### src/rtl/perceptron_sample_loader_if.sv
// Byte-stream load port and sample-stream replay port of the perceptron sample loader.
// slave is the loader side; master is the producer/trainer side.
interface perceptron_sample_loader_if #(
  parameter int DIM    = 2,
  parameter int DATA_W = 4,
  parameter int IDX_W  = 2
);
  logic                    in_valid;
  logic                    in_ready;
  logic [7:0]              in_data;
  logic                    out_valid;
  logic                    out_ready;
  logic [DIM*DATA_W-1:0]   out_x;
  logic                    out_y;
  logic [IDX_W-1:0]        out_idx;
  logic                    out_last;

  modport slave (
    input  in_valid, in_data, out_ready,
    output in_ready, out_valid, out_x, out_y, out_idx, out_last
  );

  modport master (
    output in_valid, in_data, out_ready,
    input  in_ready, out_valid, out_x, out_y, out_idx, out_last
  );
endinterface

### src/rtl/perceptron_sample_loader.sv
// Loads N_SAMPLES training samples from a byte stream, then replays them to the
// perceptron trainer for EPOCHS passes.
//
// state    | meaning
// ---------+--------------------------------------------------------------
// S_LOAD   | accepting feature/label bytes into the sample buffer
// S_STREAM | presenting buffer[idx] to the trainer, one sample per transfer
// S_DONE   | all epochs streamed; idle until restart or reset
module perceptron_sample_loader #(
  parameter int N_SAMPLES = 3,
  parameter int DIM       = 2,
  parameter int DATA_W    = 4,
  parameter int EPOCHS    = 4,
  localparam int IDX_W    = (N_SAMPLES > 1) ? $clog2(N_SAMPLES) : 1,
  localparam int EP_W     = $clog2(EPOCHS + 1),
  localparam int F_W      = $clog2(DIM + 1)
) (
  input  logic                         clk,
  input  logic                         rst_n,
  input  logic                         restart,
  perceptron_sample_loader_if.slave    bus,
  output logic [EP_W-1:0]              epoch,
  output logic                         done
);

  typedef enum logic [1:0] {
    S_LOAD   = 2'd0,
    S_STREAM = 2'd1,
    S_DONE   = 2'd2
  } state_t;

  state_t state_q, state_d;

  logic [DATA_W-1:0]     feat_q [N_SAMPLES][DIM];
  logic [N_SAMPLES-1:0]  label_q;
  logic [IDX_W-1:0]      wr_s_q;
  logic [F_W-1:0]        wr_f_q;
  logic [IDX_W-1:0]      idx_q;
  logic [EP_W-1:0]       epoch_q;

  logic                  in_ready_d;
  logic                  out_valid_d;
  logic                  done_d;
  logic [DIM*DATA_W-1:0] x_sel;
  logic                  y_sel;

  logic in_fire, out_fire, wr_label, load_last, idx_last, ep_last;

  // Upper bits of each byte are discarded by design.
  logic unused_in_bits;
  assign unused_in_bits = ^bus.in_data;

  assign in_fire   = (state_q == S_LOAD) && bus.in_valid;
  assign out_fire  = (state_q == S_STREAM) && bus.out_ready;
  assign wr_label  = (wr_f_q == F_W'(DIM));
  assign load_last = in_fire && wr_label && (wr_s_q == IDX_W'(N_SAMPLES - 1));
  assign idx_last  = (idx_q == IDX_W'(N_SAMPLES - 1));
  assign ep_last   = (epoch_q == EP_W'(EPOCHS - 1));

  always_ff @(posedge clk) begin
    if (!rst_n) begin
      state_q <= S_LOAD;
    end else begin
      state_q <= state_d;
    end
  end

  always_comb begin
    state_d     = state_q;
    in_ready_d  = 1'b0;
    out_valid_d = 1'b0;
    done_d      = 1'b0;
    case (state_q)
      S_LOAD: begin
        in_ready_d = 1'b1;
        if (load_last) state_d = S_STREAM;
      end
      S_STREAM: begin
        out_valid_d = 1'b1;
        if (out_fire && idx_last && ep_last) state_d = S_DONE;
      end
      S_DONE: begin
        done_d = 1'b1;
      end
      default: state_d = S_LOAD;
    endcase
    if (restart) state_d = S_LOAD;
  end

  // Buffer writes use an explicit per-entry decode so pointer values beyond the
  // buffer size can never alias onto a real entry.
  always_ff @(posedge clk) begin
    if (!rst_n) begin
      for (int s = 0; s < N_SAMPLES; s++) begin
        for (int d = 0; d < DIM; d++) begin
          feat_q[s][d] <= '0;
        end
      end
      label_q <= '0;
      wr_s_q  <= '0;
      wr_f_q  <= '0;
      idx_q   <= '0;
      epoch_q <= '0;
    end else if (restart) begin
      wr_s_q  <= '0;
      wr_f_q  <= '0;
      idx_q   <= '0;
      epoch_q <= '0;
    end else begin
      if (in_fire) begin
        for (int s = 0; s < N_SAMPLES; s++) begin
          if (wr_s_q == IDX_W'(s)) begin
            if (wr_label) begin
              label_q[s] <= bus.in_data[0];
            end
            for (int d = 0; d < DIM; d++) begin
              if (wr_f_q == F_W'(d)) feat_q[s][d] <= bus.in_data[DATA_W-1:0];
            end
          end
        end
        if (load_last) begin
          wr_s_q  <= '0;
          wr_f_q  <= '0;
          idx_q   <= '0;
          epoch_q <= '0;
        end else if (wr_label) begin
          wr_f_q <= '0;
          wr_s_q <= wr_s_q + IDX_W'(1);
        end else begin
          wr_f_q <= wr_f_q + F_W'(1);
        end
      end
      if (out_fire) begin
        if (idx_last) begin
          idx_q   <= '0;
          epoch_q <= epoch_q + EP_W'(1);
        end else begin
          idx_q <= idx_q + IDX_W'(1);
        end
      end
    end
  end

  always_comb begin
    x_sel = '0;
    y_sel = 1'b0;
    for (int s = 0; s < N_SAMPLES; s++) begin
      if (idx_q == IDX_W'(s)) begin
        for (int d = 0; d < DIM; d++) begin
          x_sel[d*DATA_W +: DATA_W] = feat_q[s][d];
        end
        y_sel = label_q[s];
      end
    end
  end

  assign bus.in_ready  = in_ready_d;
  assign bus.out_valid = out_valid_d;
  assign bus.out_x     = x_sel;
  assign bus.out_y     = y_sel;
  assign bus.out_idx   = idx_q;
  assign bus.out_last  = (state_q == S_STREAM) && idx_last && ep_last;
  assign epoch         = epoch_q;
  assign done          = done_d;

endmodule

### src/flat_wrapper.sv
// flat-port wrapper written by rule: the top's interface ports become plain ports
module perceptron_sample_loader_flat 
#(
  parameter int N_SAMPLES = 3,
  parameter int DIM       = 2,
  parameter int DATA_W    = 4,
  parameter int EPOCHS    = 4,
  localparam int IDX_W    = (N_SAMPLES > 1) ? $clog2(N_SAMPLES) : 1,
  localparam int EP_W     = $clog2(EPOCHS + 1),
  localparam int F_W      = $clog2(DIM + 1)
)
  (clk, rst_n, restart, epoch, done, bus_in_valid, bus_in_data, bus_out_ready, bus_in_ready, bus_out_valid, bus_out_x, bus_out_y, bus_out_idx, bus_out_last);
  perceptron_sample_loader_if #(.DIM(DIM), .DATA_W(DATA_W), .IDX_W(2)) bus_i ();
  input  logic clk;
  input  logic rst_n;
  input  logic restart;
  output logic [EP_W-1:0] epoch;
  output logic done;
  input wire logic [$bits(bus_i.in_valid)-1:0] bus_in_valid;
  input wire logic [$bits(bus_i.in_data)-1:0] bus_in_data;
  input wire logic [$bits(bus_i.out_ready)-1:0] bus_out_ready;
  output wire logic [$bits(bus_i.in_ready)-1:0] bus_in_ready;
  output wire logic [$bits(bus_i.out_valid)-1:0] bus_out_valid;
  output wire logic [$bits(bus_i.out_x)-1:0] bus_out_x;
  output wire logic [$bits(bus_i.out_y)-1:0] bus_out_y;
  output wire logic [$bits(bus_i.out_idx)-1:0] bus_out_idx;
  output wire logic [$bits(bus_i.out_last)-1:0] bus_out_last;
  assign bus_i.in_valid = bus_in_valid;
  assign bus_i.in_data = bus_in_data;
  assign bus_i.out_ready = bus_out_ready;
  assign bus_in_ready = bus_i.in_ready;
  assign bus_out_valid = bus_i.out_valid;
  assign bus_out_x = bus_i.out_x;
  assign bus_out_y = bus_i.out_y;
  assign bus_out_idx = bus_i.out_idx;
  assign bus_out_last = bus_i.out_last;
  perceptron_sample_loader #(.N_SAMPLES(N_SAMPLES), .DIM(DIM), .DATA_W(DATA_W), .EPOCHS(EPOCHS)) u_core (.clk(clk), .rst_n(rst_n), .restart(restart), .bus(bus_i), .epoch(epoch), .done(done));
endmodule
### config.mk
export PLATFORM = sky130hd
export DESIGN_NAME = perceptron_sample_loader_flat
export DESIGN_NICKNAME = d
export VERILOG_FILES = /design/src/rtl/perceptron_sample_loader_if.sv /design/src/rtl/perceptron_sample_loader.sv /design/src/flat_wrapper.sv
export SDC_FILE = /design/constraint.sdc
export NUM_CORES = 1
export LEC_CHECK = 0
export BUFFER_PORTS_ARGS = -buffer_cell sky130_fd_sc_hd__buf_4
export CORE_MARGIN = 5
export CORE_UTILIZATION = 57
export CTS_BUF_LIST = sky130_fd_sc_hd__clkbuf_2
export DETAILED_ROUTE_END_ITERATION = 12
export GPL_TIMING_DRIVEN = 1
export PLACE_DENSITY_LB_ADDON = 0.1
export SYNTH_ARGS = -nofsm -noshare
export SYNTH_HDL_FRONTEND = slang
export SYNTH_SLANG_ARGS = --single-unit
### constraint.sdc
create_clock -name clk -period 1.99 [get_ports clk]
set_input_delay 0.2985 -clock clk [delete_from_list [all_inputs] [get_ports clk]]
set_output_delay 0.2985 -clock clk [all_outputs]
set_load 0.01 [all_outputs]
==> load_flow_metrics.sql, run 1 <==
INSERT INTO impl_metrics (metric_group, metric, value, unit) VALUES
('placed_design', 'io_buffers', '26', ''),
('drt', 'detailed_route_vias_per_instance', '5.543', ''),
('clock_network', 'clk_pin_slew_worst_paths', '0.20', 'ns'),
('setup_path', 'worst_path_largest_cell_delay', '0.42', 'ns'),
('outcome', 'outcome', 'finished clean', ''),
('sta', 'slew_at_the_pin_closest_to_its_max_slew_limit', '0.5716', 'ns'),
('power', 'report.power.total', '0.001430', 'W'),
('floorplan', 'floorplan.core_area', '3053', 'sq um'),
('drt', 'route.detailed.drc', '0', ''),
('logic_synthesis', 'synth_flop_cell', 'sky130_fd_sc_hd__edfxtp_1', ''),
('setup_path', 'cp.buffers_inverters', '2', ''),
('logic_synthesis', 'postSynthRegisterBits', '38', ''),
('logic_synthesis', 'synth_cell_type_count', '31', ''),
('drt', 'num_vias', '1408', ''),
('floorplan', 'boundaryPins', '31', ''),
('setup_path', 'cpMaxStageDelayCell', 'sky130_fd_sc_hd__dfxtp_1', ''),
('floorplan', 'starting_density', '59.02', '%'),
('logic_synthesis', 'yosys_warnings', '0', ''),
('sta', 'finalHoldViolCount', '0', ''),
('sta', 'fin_crit', '1.871', 'ns'),
('setup_path', 'crit_path_max_fanout', '13', ''),
('setup_path', 'critical_path.cell_chain', 'buf_4 > mux2i_1 > o21ai_0 > buf_4', ''),
('clock_network', 'cts.path.max_buffers', '2', ''),
('drt', 'routed_wirelength', '3.632', 'mm'),
('placed_design', 'placed_cell_area', '2073', 'sq um'),
('logic_synthesis', 'post-synth-top-count-cell', 'sky130_fd_sc_hd__nand2_1', ''),
('setup_path', 'crit_arrival', '1.57', 'ns'),
('sta', 'rsz_0062_raised_after_global_routing', 'no', ''),
('sta', 'worst_slew_margin_rel', '61.84', '%'),
('sta', 'worst_hold_margin', '0.1683', 'ns'),
('setup_path', 'critical-path-top-delay-family', 'flip-flops', ''),
('drt', 'first_iter_violations', '81', ''),
('clock_network', 'insertion_delay', '0.42', 'ns'),
('floorplan', 'die_y', '66.22', 'um'),
('sta', 'max_clock_freq', '534.5', 'MHz'),
('sta', 'report.final.slew_viol_count', '0', ''),
('floorplan', 'die_width', '66.22', 'um'),
('power', 'power.density', '666.5', 'nW/um^2'),
('global_routing', 'global_routing_usage_summed_across_all_routing_layers', '18.63', '%'),
('placed_design', 'gp_routability_congestion', '0.7679', ''),
('global_routing', 'grt_antenna_before_repair', '0', ''),
('clock_network', 'htree_num_levels', '2', ''),
('hold_path', 'worst_hold_path_type', 'in2reg', ''),
('clock_network', 'tritoncts_clock_tree', 'built', ''),
('cells_and_area', 'drive_gt1_share', '21.90', '%'),
('sta', 'fin_crit_sh', '94.01', '%'),
('clock_network', 'cts_buffers', '5', ''),
('global_routing', 'first_global_vias', '1395', ''),
('drt', 'dr.pass1.iters', '4', ''),
('logic_synthesis', 'synth_area_leaders', 'sky130_fd_sc_hd__edfxtp_1 (40%), sky130_fd_sc_hd__dfxtp_1 (16%), sky130_fd_sc_hd__mux2i_1 (7.8%)', ''),
('logic_synthesis', 'mappedNetlistArea', '1802', 'sq um'),
('setup_path', 'cp_data_required_time', '1.69', 'ns'),
('drt', 'routedWlPerCell', '14.30', 'um'),
('power', 'power_leakage', '0.8122', 'nW'),
('logic_synthesis', 'synth_sequential_area_ratio', '55.56', '%'),
('setup_path', 'start_kind', 'register', ''),
('floorplan', 'design.die.area', '4385', 'sq um'),
('global_routing', 'grt_max_degree', '19', ''),
('sta', 'clock_skew', '0.02658', 'ns'),
('setup_path', 'critPathCaptureType', 'output port', ''),
('setup_path', 'cp_common_cell', 'sky130_fd_sc_hd__buf_4', ''),
('cells_and_area', 'area_growth', '19.10', '%'),
('global_routing', 'grt_pass1_wl', '5.968', 'mm'),
('cells_and_area', 'count_of_inserted_antenna_diode_cells', '0', ''),
('sta', 'setup_total_negative_slack', '0', 'ns'),
('sta', 'report.final.setup_viol', '0', ''),
('drt', 'postRouteAntennaNets', '0', ''),
('logic_synthesis', 'synth.top_cell.area_share', '40.00', '%'),
('placed_design', 'dp_hpwl', '2.701', 'mm'),
('logic_synthesis', 'number_of_cells_produced_by_synthesis', '178', ''),
('logic_synthesis', 'syn_area_per_cell', '10.12', 'sq um');
## through the flow
step	setup WS, ns	cells	utilization, %
2_1_floorplan	0.3840	178	-
3_3_place_gp	0.2553	246	67.91
3_5_place_dp	0.1667	246	67.91
4_1_cts	0.008310	254	70.12
5_1_grt	0.03718	254	70.29
6_report	0.1191	254	70.29
## cells by family (layout without fill, tap and decap cells)
logic type,count (synthesis),count (layout),synth area share (%)
and+or+nand+nor,85,85,24.65
DFF,38,38,55.56
buffers and inverters,15,47,3.194
muxes,14,14,7.778
adders and majority gates,2,2,1.389
AOI/OAI and AO/OA,24,24,7.431
## sequential cells by signal (all words and copies together) (netlist names)
register	count
u_core.wr_s_q	2
u_core.label_q	3
u_core.feat_q	24
u_core.state_q	2
u_core.wr_f_q	2
u_core.bus.out_idx	2
u_core.epoch	3
## final timing paths
check                                      startpoint              endpoint  slack, ns  cells after the start
worst min-delay path                    bus_out_ready     u_core.state_q[1]       0.17                      3
worst max-delay path            u_core.bus.out_idx[0]             bus_out_y       0.12                      4
worst max register to register      u_core.state_q[1]  u_core.feat_q[0][12]       0.33                      3
worst min register to register      u_core.label_q[2]     u_core.label_q[2]       0.48                      2
## report_power, final
group	switching, W	internal, W	leakage (nW)	total [W]
registers	0.00000967	0.000857	0.362	0.000866
clock network	0.000256	0.000208	0.0427	0.000464
logic	0.0000567	0.0000436	0.408	0.000100
## final cells by class
type,count,area [sq um]
tap,44,55.05
inverter,5,18.77
clock inverter,3,40.04
sequential,38,1001
multi-input combinational,125,750.7
clock buffer,5,25.02
fill,269,907.1
timing repair buffer,34,255.2
## layer usage
layer / routed length (um) / vias up / share of wire, % / track usage, %
li1: - / 706 / - / -
met1: 1543 / 658 / 42 / 19.80
met2: 1841 / 37 / 51 / 33.71
met3: 198 / 7 / 5.5 / 4.252
met4: 49 / 0 / 1.3 / 9.898
met5: 0 / - / 0 / 0
## worst reg2reg max path: stages (launching register included)
cell                      delay, ns
sky130_fd_sc_hd__dfxtp_1       0.41
sky130_fd_sc_hd__nor4b_2       0.43
sky130_fd_sc_hd__nand2_1       0.31
sky130_fd_sc_hd__nor4_1        0.30
## cells in the final DEF, fill, tap and decap left out, types with 3 or more instances in the layout
| cell type | synthesis | routed |
|---|---|---|
| sky130_fd_sc_hd__a21oi_1 | 3 | 3 |
| sky130_fd_sc_hd__dfxtp_1 | 14 | 14 |
| sky130_fd_sc_hd__nand2_1 | 28 | 28 |
| sky130_fd_sc_hd__o21ai_0 | 15 | 15 |
| sky130_fd_sc_hd__mux2i_1 | 14 | 14 |
| sky130_fd_sc_hd__inv_1 | 5 | 5 |
| sky130_fd_sc_hd__clkbuf_2 | 0 | 5 |
| sky130_fd_sc_hd__buf_4 | 0 | 34 |
| sky130_fd_sc_hd__nor2b_1 | 6 | 5 |
| sky130_fd_sc_hd__nor4_1 | 12 | 12 |
| sky130_fd_sc_hd__nand3_1 | 3 | 3 |
| sky130_fd_sc_hd__edfxtp_1 | 24 | 24 |
| sky130_fd_sc_hd__nor2_1 | 19 | 19 |
| sky130_fd_sc_hd__nand2b_1 | 3 | 3 |
## timing repair
action,4_1_cts,5_1_grt
setup endpoints to repair,10,10
gates resized for setup,1,1
hold buffers,0,0
buffers inserted,0,0
cloned,0,0
Note: power is estimated with default switching activity, not from simulation.
==> inputs of run 2 (changes only) <==
==> constraint.sdc (replaced) <==
create_clock -name clk -period 2 [get_ports clk]
set_input_delay 0.3 -clock clk [delete_from_list [all_inputs] [get_ports clk]]
set_output_delay 0.3 -clock clk [all_outputs]
set_load 0.01 [all_outputs]
==> run 2 against run 1 <==
Net effect: first-iteration DRC count down 17%; sequential power down 0.5%; via count up 0.78%; final area down 1.2%; sequential share of layout area up 0.58 points; critical path type unchanged; critical endpoint is now bus_out_x[2]; largest cell class unchanged.
==> load_flow_metrics.sql, run 2 (synthesized netlist as in run 1, its figures left out) <==
INSERT INTO impl_metrics (metric_group, metric, value, unit) VALUES
('outcome', 'outcome', 'finished clean', ''),
('drt', 'dr.pass1.iters', '5', ''),
('power', 'power.density', '604.6', 'nW/um^2'),
('global_routing', 'grt_overflow', '0', ''),
('setup_path', 'start_kind', 'register', ''),
('clock_network', 'htree_num_levels', '2', ''),
('power', 'vdd_ir_drop_max', '0.3640', 'mV'),
('cells_and_area', 'drive_gt1_share', '21.43', '%'),
('clock_network', 'insertion_delay', '0.39', 'ns'),
('cells_and_area', 'final_cell_count_no_fill', '254', ''),
('sta', 'worst_slew_margin_rel', '59.83', '%'),
('sta', 'setup_total_negative_slack', '0', 'ns'),
('cells_and_area', 'area_growth', '17.64', '%'),
('power', 'power_leakage', '0.7999', 'nW'),
('placed_design', 'io_buffers', '26', ''),
('global_routing', 'first_global_vias', '1366', ''),
('setup_path', 'r2r_setup_slack', '0.35', 'ns'),
('global_routing', 'grt_pass1_wl', '6.099', 'mm'),
('power', 'sw_frac_of_total', '23.42', '%'),
('drt', 'first_iter_violations', '67', ''),
('clock_network', 'cts_buffers', '5', ''),
('drt', 'routed_wirelength', '3.720', 'mm'),
('drt', 'num_vias', '1419', ''),
('power', 'p_switching', '0.0003001', 'W'),
('clock_network', 'cts.path.max_buffers', '2', ''),
('floorplan', 'number_of_standard_cell_rows_in_the_floorplan', '20', ''),
('sta', 'clock_skew', '0.02273', 'ns'),
('sta', 'report.final.slew_viol_count', '0', ''),
('sta', 'fin_crit', '1.851', 'ns'),
('clock_network', 'cts_post_setup_buffers_inserted', '0', ''),
('global_routing', 'grt_max_degree', '19', ''),
('power', 'pwr-share-clk', '24.9', '%'),
('sta', 'finalHoldViolCount', '0', ''),
('cells_and_area', 'nNetsFinal', '224', ''),
('clock_network', 'tritoncts_clock_tree', 'built', ''),
('setup_path', 'critPathCaptureType', 'output port', ''),
('sta', 'report.final.setup_viol', '0', ''),
('cells_and_area', 'count_of_inserted_antenna_diode_cells', '0', ''),
('power', 'power_frac_seq', '67.3', '%'),
('global_routing', 'grt_antenna_before_repair', '0', ''),
('cells_and_area', 'largest_register_ff_count', '24', ''),
('power', 'comb_power_share', '7.8', '%'),
('sta', 'timing.final.ws_setup', '0.1486', 'ns'),
('hold_path', 'worst_hold_path_type', 'in2reg', ''),
('cells_and_area', 'n_fill_cell', '262', ''),
('placed_design', 'cell_count_after_placement', '246', ''),
('floorplan', 'die_y', '66.22', 'um'),
('drt', 'postRouteAntennaNets', '0', ''),
('global_routing', 'global_routing_usage_summed_across_all_routing_layers', '18.93', '%'),
('sta', 'max_clock_freq', '540.1', 'MHz'),
('power', 'report.power.total', '0.001282', 'W'),
('setup_path', 'crit_arrival', '1.55', 'ns'),
('floorplan', 'die_width', '66.22', 'um'),
('floorplan', 'floorplan.core_area', '3053', 'sq um'),
('cells_and_area', 'layout.cells.most_common', 'sky130_fd_sc_hd__buf_4', ''),
('drt', 'detailed_route_vias_per_instance', '5.587', ''),
('clock_network', 'clk_pin_slew_worst_paths', '0.18', 'ns'),
('setup_path', 'crit_path_max_fanout', '13', ''),
('run', 'cap_viol_max_count', '0', ''),
('cells_and_area', 'largest_register', 'u_core.feat_q', ''),
('setup_path', 'cp_data_required_time', '1.70', 'ns'),
('sta', 'rsz_0062_raised_after_global_routing', 'no', ''),
('floorplan', 'design.die.area', '4385', 'sq um'),
('drt', 'route.detailed.drc', '0', ''),
('placed_design', 'gp_routability_congestion', '0.7647', ''),
('placed_design', 'detailedPlace.worstSlack', '0.1588', 'ns'),
('cells_and_area', 'most-common-layout-cells', 'sky130_fd_sc_hd__buf_4 (34), sky130_fd_sc_hd__nand2_1 (28), sky130_fd_sc_hd__edfxtp_1 (24)', ''),
('clock_network', 'cts.sink_count', '38', ''),
('floorplan', 'boundaryPins', '31', ''),
('floorplan', 'starting_density', '59.02', '%'),
('placed_design', 'dp_hpwl', '2.751', 'mm'),
('sta', 'slew_at_the_pin_closest_to_its_max_slew_limit', '0.6018', 'ns'),
('setup_path', 'setup.worst_path.class', 'reg2out', ''),
('power', 'cellInternalPower', '0.0009814', 'W'),
('drt', 'routedWlPerCell', '14.65', 'um'),
('sta', 'fin_crit_sh', '92.57', '%'),
('clock_network', 'clockRootBuffer', 'sky130_fd_sc_hd__clkbuf_2', '');
-- run 2: worst max-delay path, cell delays in order (launching register included) --
cell,delay [ns]
sky130_fd_sc_hd__dfxtp_1,0.41
sky130_fd_sc_hd__buf_4,0.26
sky130_fd_sc_hd__mux2i_1,0.24
sky130_fd_sc_hd__o21ai_0,0.10
sky130_fd_sc_hd__buf_4,0.15
-- run 2: what timing repair did --
| action | in CTS | in global routing |
|---|---|---|
| resized for setup | 1 | 1 |
| hold buffers | 0 | 0 |
| endpoints found under the setup margin | 10 | 10 |
-- run 2: power groups by stage --
| stage | clock network (W) | registers [W] | logic, W |
|---|---|---|---|
| after detailed placement | 0 | 0.000880 | 0.000101 |
| after CTS | 0.000327 | 0.000863 | 0.000101 |
| final | 0.000319 | 0.000862 | 0.000100 |
| after global routing | 0.000354 | 0.000865 | 0.000110 |
| after global placement | 0 | 0.000878 | 0.0000968 |
| after floorplan | 0 | 0.000874 | 0.0000554 |
-- run 2: layout make-up --
class,count,area [sq um],area share (%)
clock inverter,2,8.758,0.4132
timing repair buffer,34,255.2,12.04
clock buffer,6,30.03,1.417
tap,44,55.05,2.597
multi-input combinational,125,750.7,35.42
inverter,5,18.77,0.8855
sequential,38,1001,47.23
-- run 2: worst paths after layout --
check	from	end	cells past startpoint
worst max-delay path	u_core.bus.out_idx[0]	bus_out_x[2]	4
worst min-delay path	bus_out_ready	u_core.state_q[1]	3
worst max register to register	u_core.state_q[1]	u_core.feat_q[0][0]	4
worst min register to register	u_core.label_q[2]	u_core.label_q[2]	2
-- run 2: routing by layer --
| metal | GRT usage [%] | share of wire, % | vias up |
|---|---|---|---|
| li1 | - | - | 706 |
| met5 | 0 | 0 | - |
| met4 | 8.883 | 2.5 | 0 |
| met1 | 21.05 | 42 | 664 |
| met3 | 4.422 | 5.0 | 11 |
| met2 | 33.71 | 50 | 38 |
-- run 2: per-stage QoR --
| stage | area (sq um) | util (%) | hold slack [ns] |
|---|---|---|---|
| finish | 2120 | 69.43 | 0.2010 |
| global route | 2120 | 69.43 | 0.2202 |
| CTS | 2115 | 69.26 | 0.2051 |
| detailed placement | 2073 | 67.91 | 0.4609 |
| global placement | 2073 | 67.91 | 0.4478 |
| floorplan | 1802 | - | 0.4378 |
==> inputs of run 3 (changes only) <==
--- a/config.mk
+++ b/config.mk
@@ -7,10 +7,9 @@
 export LEC_CHECK = 0
 export BUFFER_PORTS_ARGS = -buffer_cell sky130_fd_sc_hd__buf_4
 export CORE_MARGIN = 5
-export CORE_UTILIZATION = 57
+export CORE_UTILIZATION = 52
 export CTS_BUF_LIST = sky130_fd_sc_hd__clkbuf_2
 export DETAILED_ROUTE_END_ITERATION = 12
-export GPL_TIMING_DRIVEN = 1
 export PLACE_DENSITY_LB_ADDON = 0.1
 export SYNTH_ARGS = -nofsm -noshare
 export SYNTH_HDL_FRONTEND = slang
==> constraint.sdc (replaced) <==
create_clock -name clk -period 1.7 [get_ports clk]
set_input_delay 0.255 -clock clk [delete_from_list [all_inputs] [get_ports clk]]
set_output_delay 0.255 -clock clk [all_outputs]
set_load 0.01 [all_outputs]
==> run 3 against run 2 <==
Net effect: cell count up 3.5%; combinational power up 25%; critical path depth unchanged; clock skew down 0.012 ns; register-to-register slack worse by 0.22 ns; largest cell class unchanged; hold slack worse by 0.057 ns; clock power up 120%; via count up 0.63%; wire length up 2.1%; critical path type unchanged; global-route usage down 1.7 points; first-iteration DRC count down 7.5%; sequential power up 17%.
==> load_flow_metrics.sql, run 3 (synthesized netlist as in run 1, its figures left out) <==
INSERT INTO impl_metrics (metric_group, metric, value, unit) VALUES
('power', 'comb_power_share', '6.8', '%'),
('clock_network', 'tritoncts_clock_tree', 'built', ''),
('drt', 'num_vias', '1428', ''),
('power', 'power.density', '808.3', 'nW/um^2'),
('setup_path', 'setup.worst_path.class', 'reg2out', ''),
('floorplan', 'die_y', '68.87', 'um'),
('cells_and_area', 'drive_gt1_share', '29.03', '%'),
('cells_and_area', 'nNetsFinal', '231', ''),
('drt', 'postRouteAntennaNets', '0', ''),
('setup_path', 'cp_data_required_time', '1.44', 'ns'),
('clock_network', 'insertion_delay', '0.40', 'ns'),
('sta', 'fin_crit', '1.654', 'ns'),
('drt', 'route.detailed.drc', '0', ''),
('hold_path', 'worst_hold_path_type', 'in2reg', ''),
('setup_path', 'cp.buffers_inverters', '2', ''),
('floorplan', 'number_of_standard_cell_rows_in_the_floorplan', '21', ''),
('global_routing', 'grt_antenna_before_repair', '0', ''),
('clock_network', 'clockRootBuffer', 'sky130_fd_sc_hd__clkbuf_2', ''),
('sta', 'slew_at_the_pin_closest_to_its_max_slew_limit', '0.3920', 'ns'),
('cells_and_area', 'multi_input_logic_area', '773.2', 'sq um'),
('sta', 'rsz_0062_raised_after_global_routing', 'yes', ''),
('floorplan', 'floorplan.core_area', '3337', 'sq um'),
('power', 'pwr-share-clk', '38.1', '%'),
('run', 'cap_viol_max_count', '0', ''),
('setup_path', 'worst_path_largest_cell_delay', '0.40', 'ns'),
('floorplan', 'boundaryPins', '31', ''),
('clock_network', 'cts.path.max_buffers', '2', ''),
('placed_design', 'dp_hpwl', '2.734', 'mm'),
('setup_path', 'cpMaxStageDelayCell', 'sky130_fd_sc_hd__dfxtp_2', ''),
('drt', 'routed_wirelength', '3.799', 'mm'),
('global_routing', 'first_global_vias', '1331', ''),
('clock_network', 'clk_pin_slew_worst_paths', '0.19', 'ns'),
('sta', 'setup_total_negative_slack', '0', 'ns'),
('floorplan', 'design.die.area', '4742', 'sq um'),
('placed_design', 'placed_cell_area', '2106', 'sq um'),
('placed_design', 'io_buffers', '26', ''),
('drt', 'routedWlPerCell', '14.44', 'um'),
('drt', 'dr.pass1.iters', '4', ''),
('global_routing', 'grt_pass1_wl', '5.940', 'mm'),
('sta', 'clock_skew', '0.01073', 'ns'),
('setup_path', 'start_kind', 'register', ''),
('sta', 'report.final.slew_viol_count', '0', ''),
('drt', 'detailed_route_vias_per_instance', '5.430', ''),
('cells_and_area', 'largest_register', 'u_core.feat_q', ''),
('setup_path', 'crit_path_max_fanout', '8', ''),
('cells_and_area', 'n_fill_cell', '298', ''),
('global_routing', 'grt_max_degree', '15', ''),
('cells_and_area', 'area_growth', '25.90', '%'),
('floorplan', 'starting_density', '53.99', '%'),
('power', 'power_frac_seq', '55.1', '%'),
('cells_and_area', 'final-seq-area', '1011', 'sq um'),
('cells_and_area', 'final_area', '2268', 'sq um'),
('placed_design', 'gp_routability_congestion', '0.7598', ''),
('cells_and_area', 'count_of_inserted_antenna_diode_cells', '0', ''),
('power', 'cellInternalPower', '0.001447', 'W'),
('floorplan', 'die_width', '68.87', 'um'),
('sta', 'finalHoldViolCount', '0', ''),
('sta', 'fin_crit_sh', '97.28', '%'),
('global_routing', 'global_routing_usage_summed_across_all_routing_layers', '17.27', '%'),
('cells_and_area', 'layout.cells.most_common', 'sky130_fd_sc_hd__buf_4', ''),
('clock_network', 'cts.sink_count', '38', ''),
('clock_network', 'cts-hold-fix-buffers', '0', ''),
('drt', 'first_iter_violations', '62', ''),
('outcome', 'outcome', 'finished clean', ''),
('sta', 'report.final.setup_viol', '0', ''),
('sta', 'worst_slew_margin_rel', '73.86', '%'),
('cells_and_area', 'most-common-layout-cells', 'sky130_fd_sc_hd__buf_4 (39), sky130_fd_sc_hd__nand2_1 (27), sky130_fd_sc_hd__edfxtp_1 (24)', ''),
('power', 'vdd_ir_drop_max', '0.5436', 'mV'),
('global_routing', 'grt_overflow', '0', ''),
('cells_and_area', 'largest_register_ff_count', '24', ''),
('clock_network', 'htree_num_levels', '2', ''),
('power', 'p_switching', '0.0003866', 'W'),
('setup_path', 'critPathCaptureType', 'output port', ''),
('setup_path', 'critical-path-top-delay-family', 'flip-flops', ''),
('setup_path', 'crit_arrival', '1.40', 'ns'),
('setup_path', 'critical_path.cell_chain', 'buf_8 > mux2i_2 > o21ai_1 > buf_4', ''),
('power', 'sw_frac_of_total', '21.08', '%'),
('power', 'power_leakage', '0.8698', 'nW'),
('sta', 'max_clock_freq', '604.7', 'MHz'),
('clock_network', 'cts_buffers', '5', '');
[run 3: cell count changes in the layout (fill, tap and decap cells not counted), sizes merged]
cell and change:
buf +7, clkbuf -1, clkinv -1, bufinv +2
[run 3: worst paths after layout]
path	from	endpoint	slack, ns	cells past startpoint
worst max-delay path	u_core.bus.out_idx[0]	bus_out_x[7]	0.05	4
worst min-delay path	bus_out_ready	u_core.state_q[1]	0.14	3
worst min register to register	u_core.label_q[2]	u_core.label_q[2]	0.48	2
worst max register to register	u_core.state_q[1]	u_core.feat_q[0][23]	0.13	4
[run 3: area by class of cell]
type | count | share of cell area (%)
Sequential cell | 38 | 44.57
Multi-Input combinational cell | 125 | 34.09
Timing Repair Buffer | 41 | 14.07
Clock inverter | 3 | 2.813
Tap cell | 46 | 2.537
Clock buffer | 5 | 1.103
Inverter | 5 | 0.8274
[run 3: metrics by stage]
| step | power [W] | setup WS [ns] | std cells | util, % | hold slack, ns |
|---|---|---|---|---|---|
| final | 0.001834 | 0.04625 | 263 | 67.98 | 0.1435 |
| after global routing | 0.001892 | -0.02687 | 263 | 67.98 | 0.1379 |
| after CTS | 0.001839 | 0.001935 | 261 | 66.52 | 0.1389 |
| after detailed placement | 0.001154 | 0.1042 | 252 | 63.10 | 0.4543 |
| after global placement | 0.001149 | 0.1520 | 252 | 63.10 | 0.4473 |
| after floorplan | 0.001093 | 0.09399 | 178 | - | 0.4372 |
[run 3: power by group through the flow]
stage / Sequential, W / Combinational (W) / Clock, W
after floorplan: 0.00103 / 0.0000652 / 0
after global placement: 0.00103 / 0.000118 / 0
after detailed placement: 0.00103 / 0.000122 / 0
after CTS: 0.00101 / 0.000122 / 0.000705
after global routing: 0.00101 / 0.000137 / 0.000742
final: 0.00101 / 0.000125 / 0.000698
[run 3: timing repair]
action / 4_1_cts / 5_1_grt
gates cloned: 0 / 1
gates resized for setup: 8 / 16
endpoints found under the setup margin: 7 / 33
setup buffers: 1 / 1
pin swaps: 0 / 1
[run 3: worst register-to-register path, cell delays in order (launching register included)]
cell and delay (ns):
sky130_fd_sc_hd__dfxtp_1 0.44, sky130_fd_sc_hd__nor4b_4 0.36, sky130_fd_sc_hd__nand2b_1 0.15, sky130_fd_sc_hd__o21ai_0 0.21, sky130_fd_sc_hd__buf_4 0.17
[run 3: per-layer routing]
metal | track usage, % | vias up | wire length [um]
met5 | 0 | - | 0
met1 | 19.90 | 660 | 1579
met3 | 4.538 | 8 | 257
met4 | 7.543 | 0 | 62
met2 | 30.00 | 40 | 1899
li1 | - | 720 | -
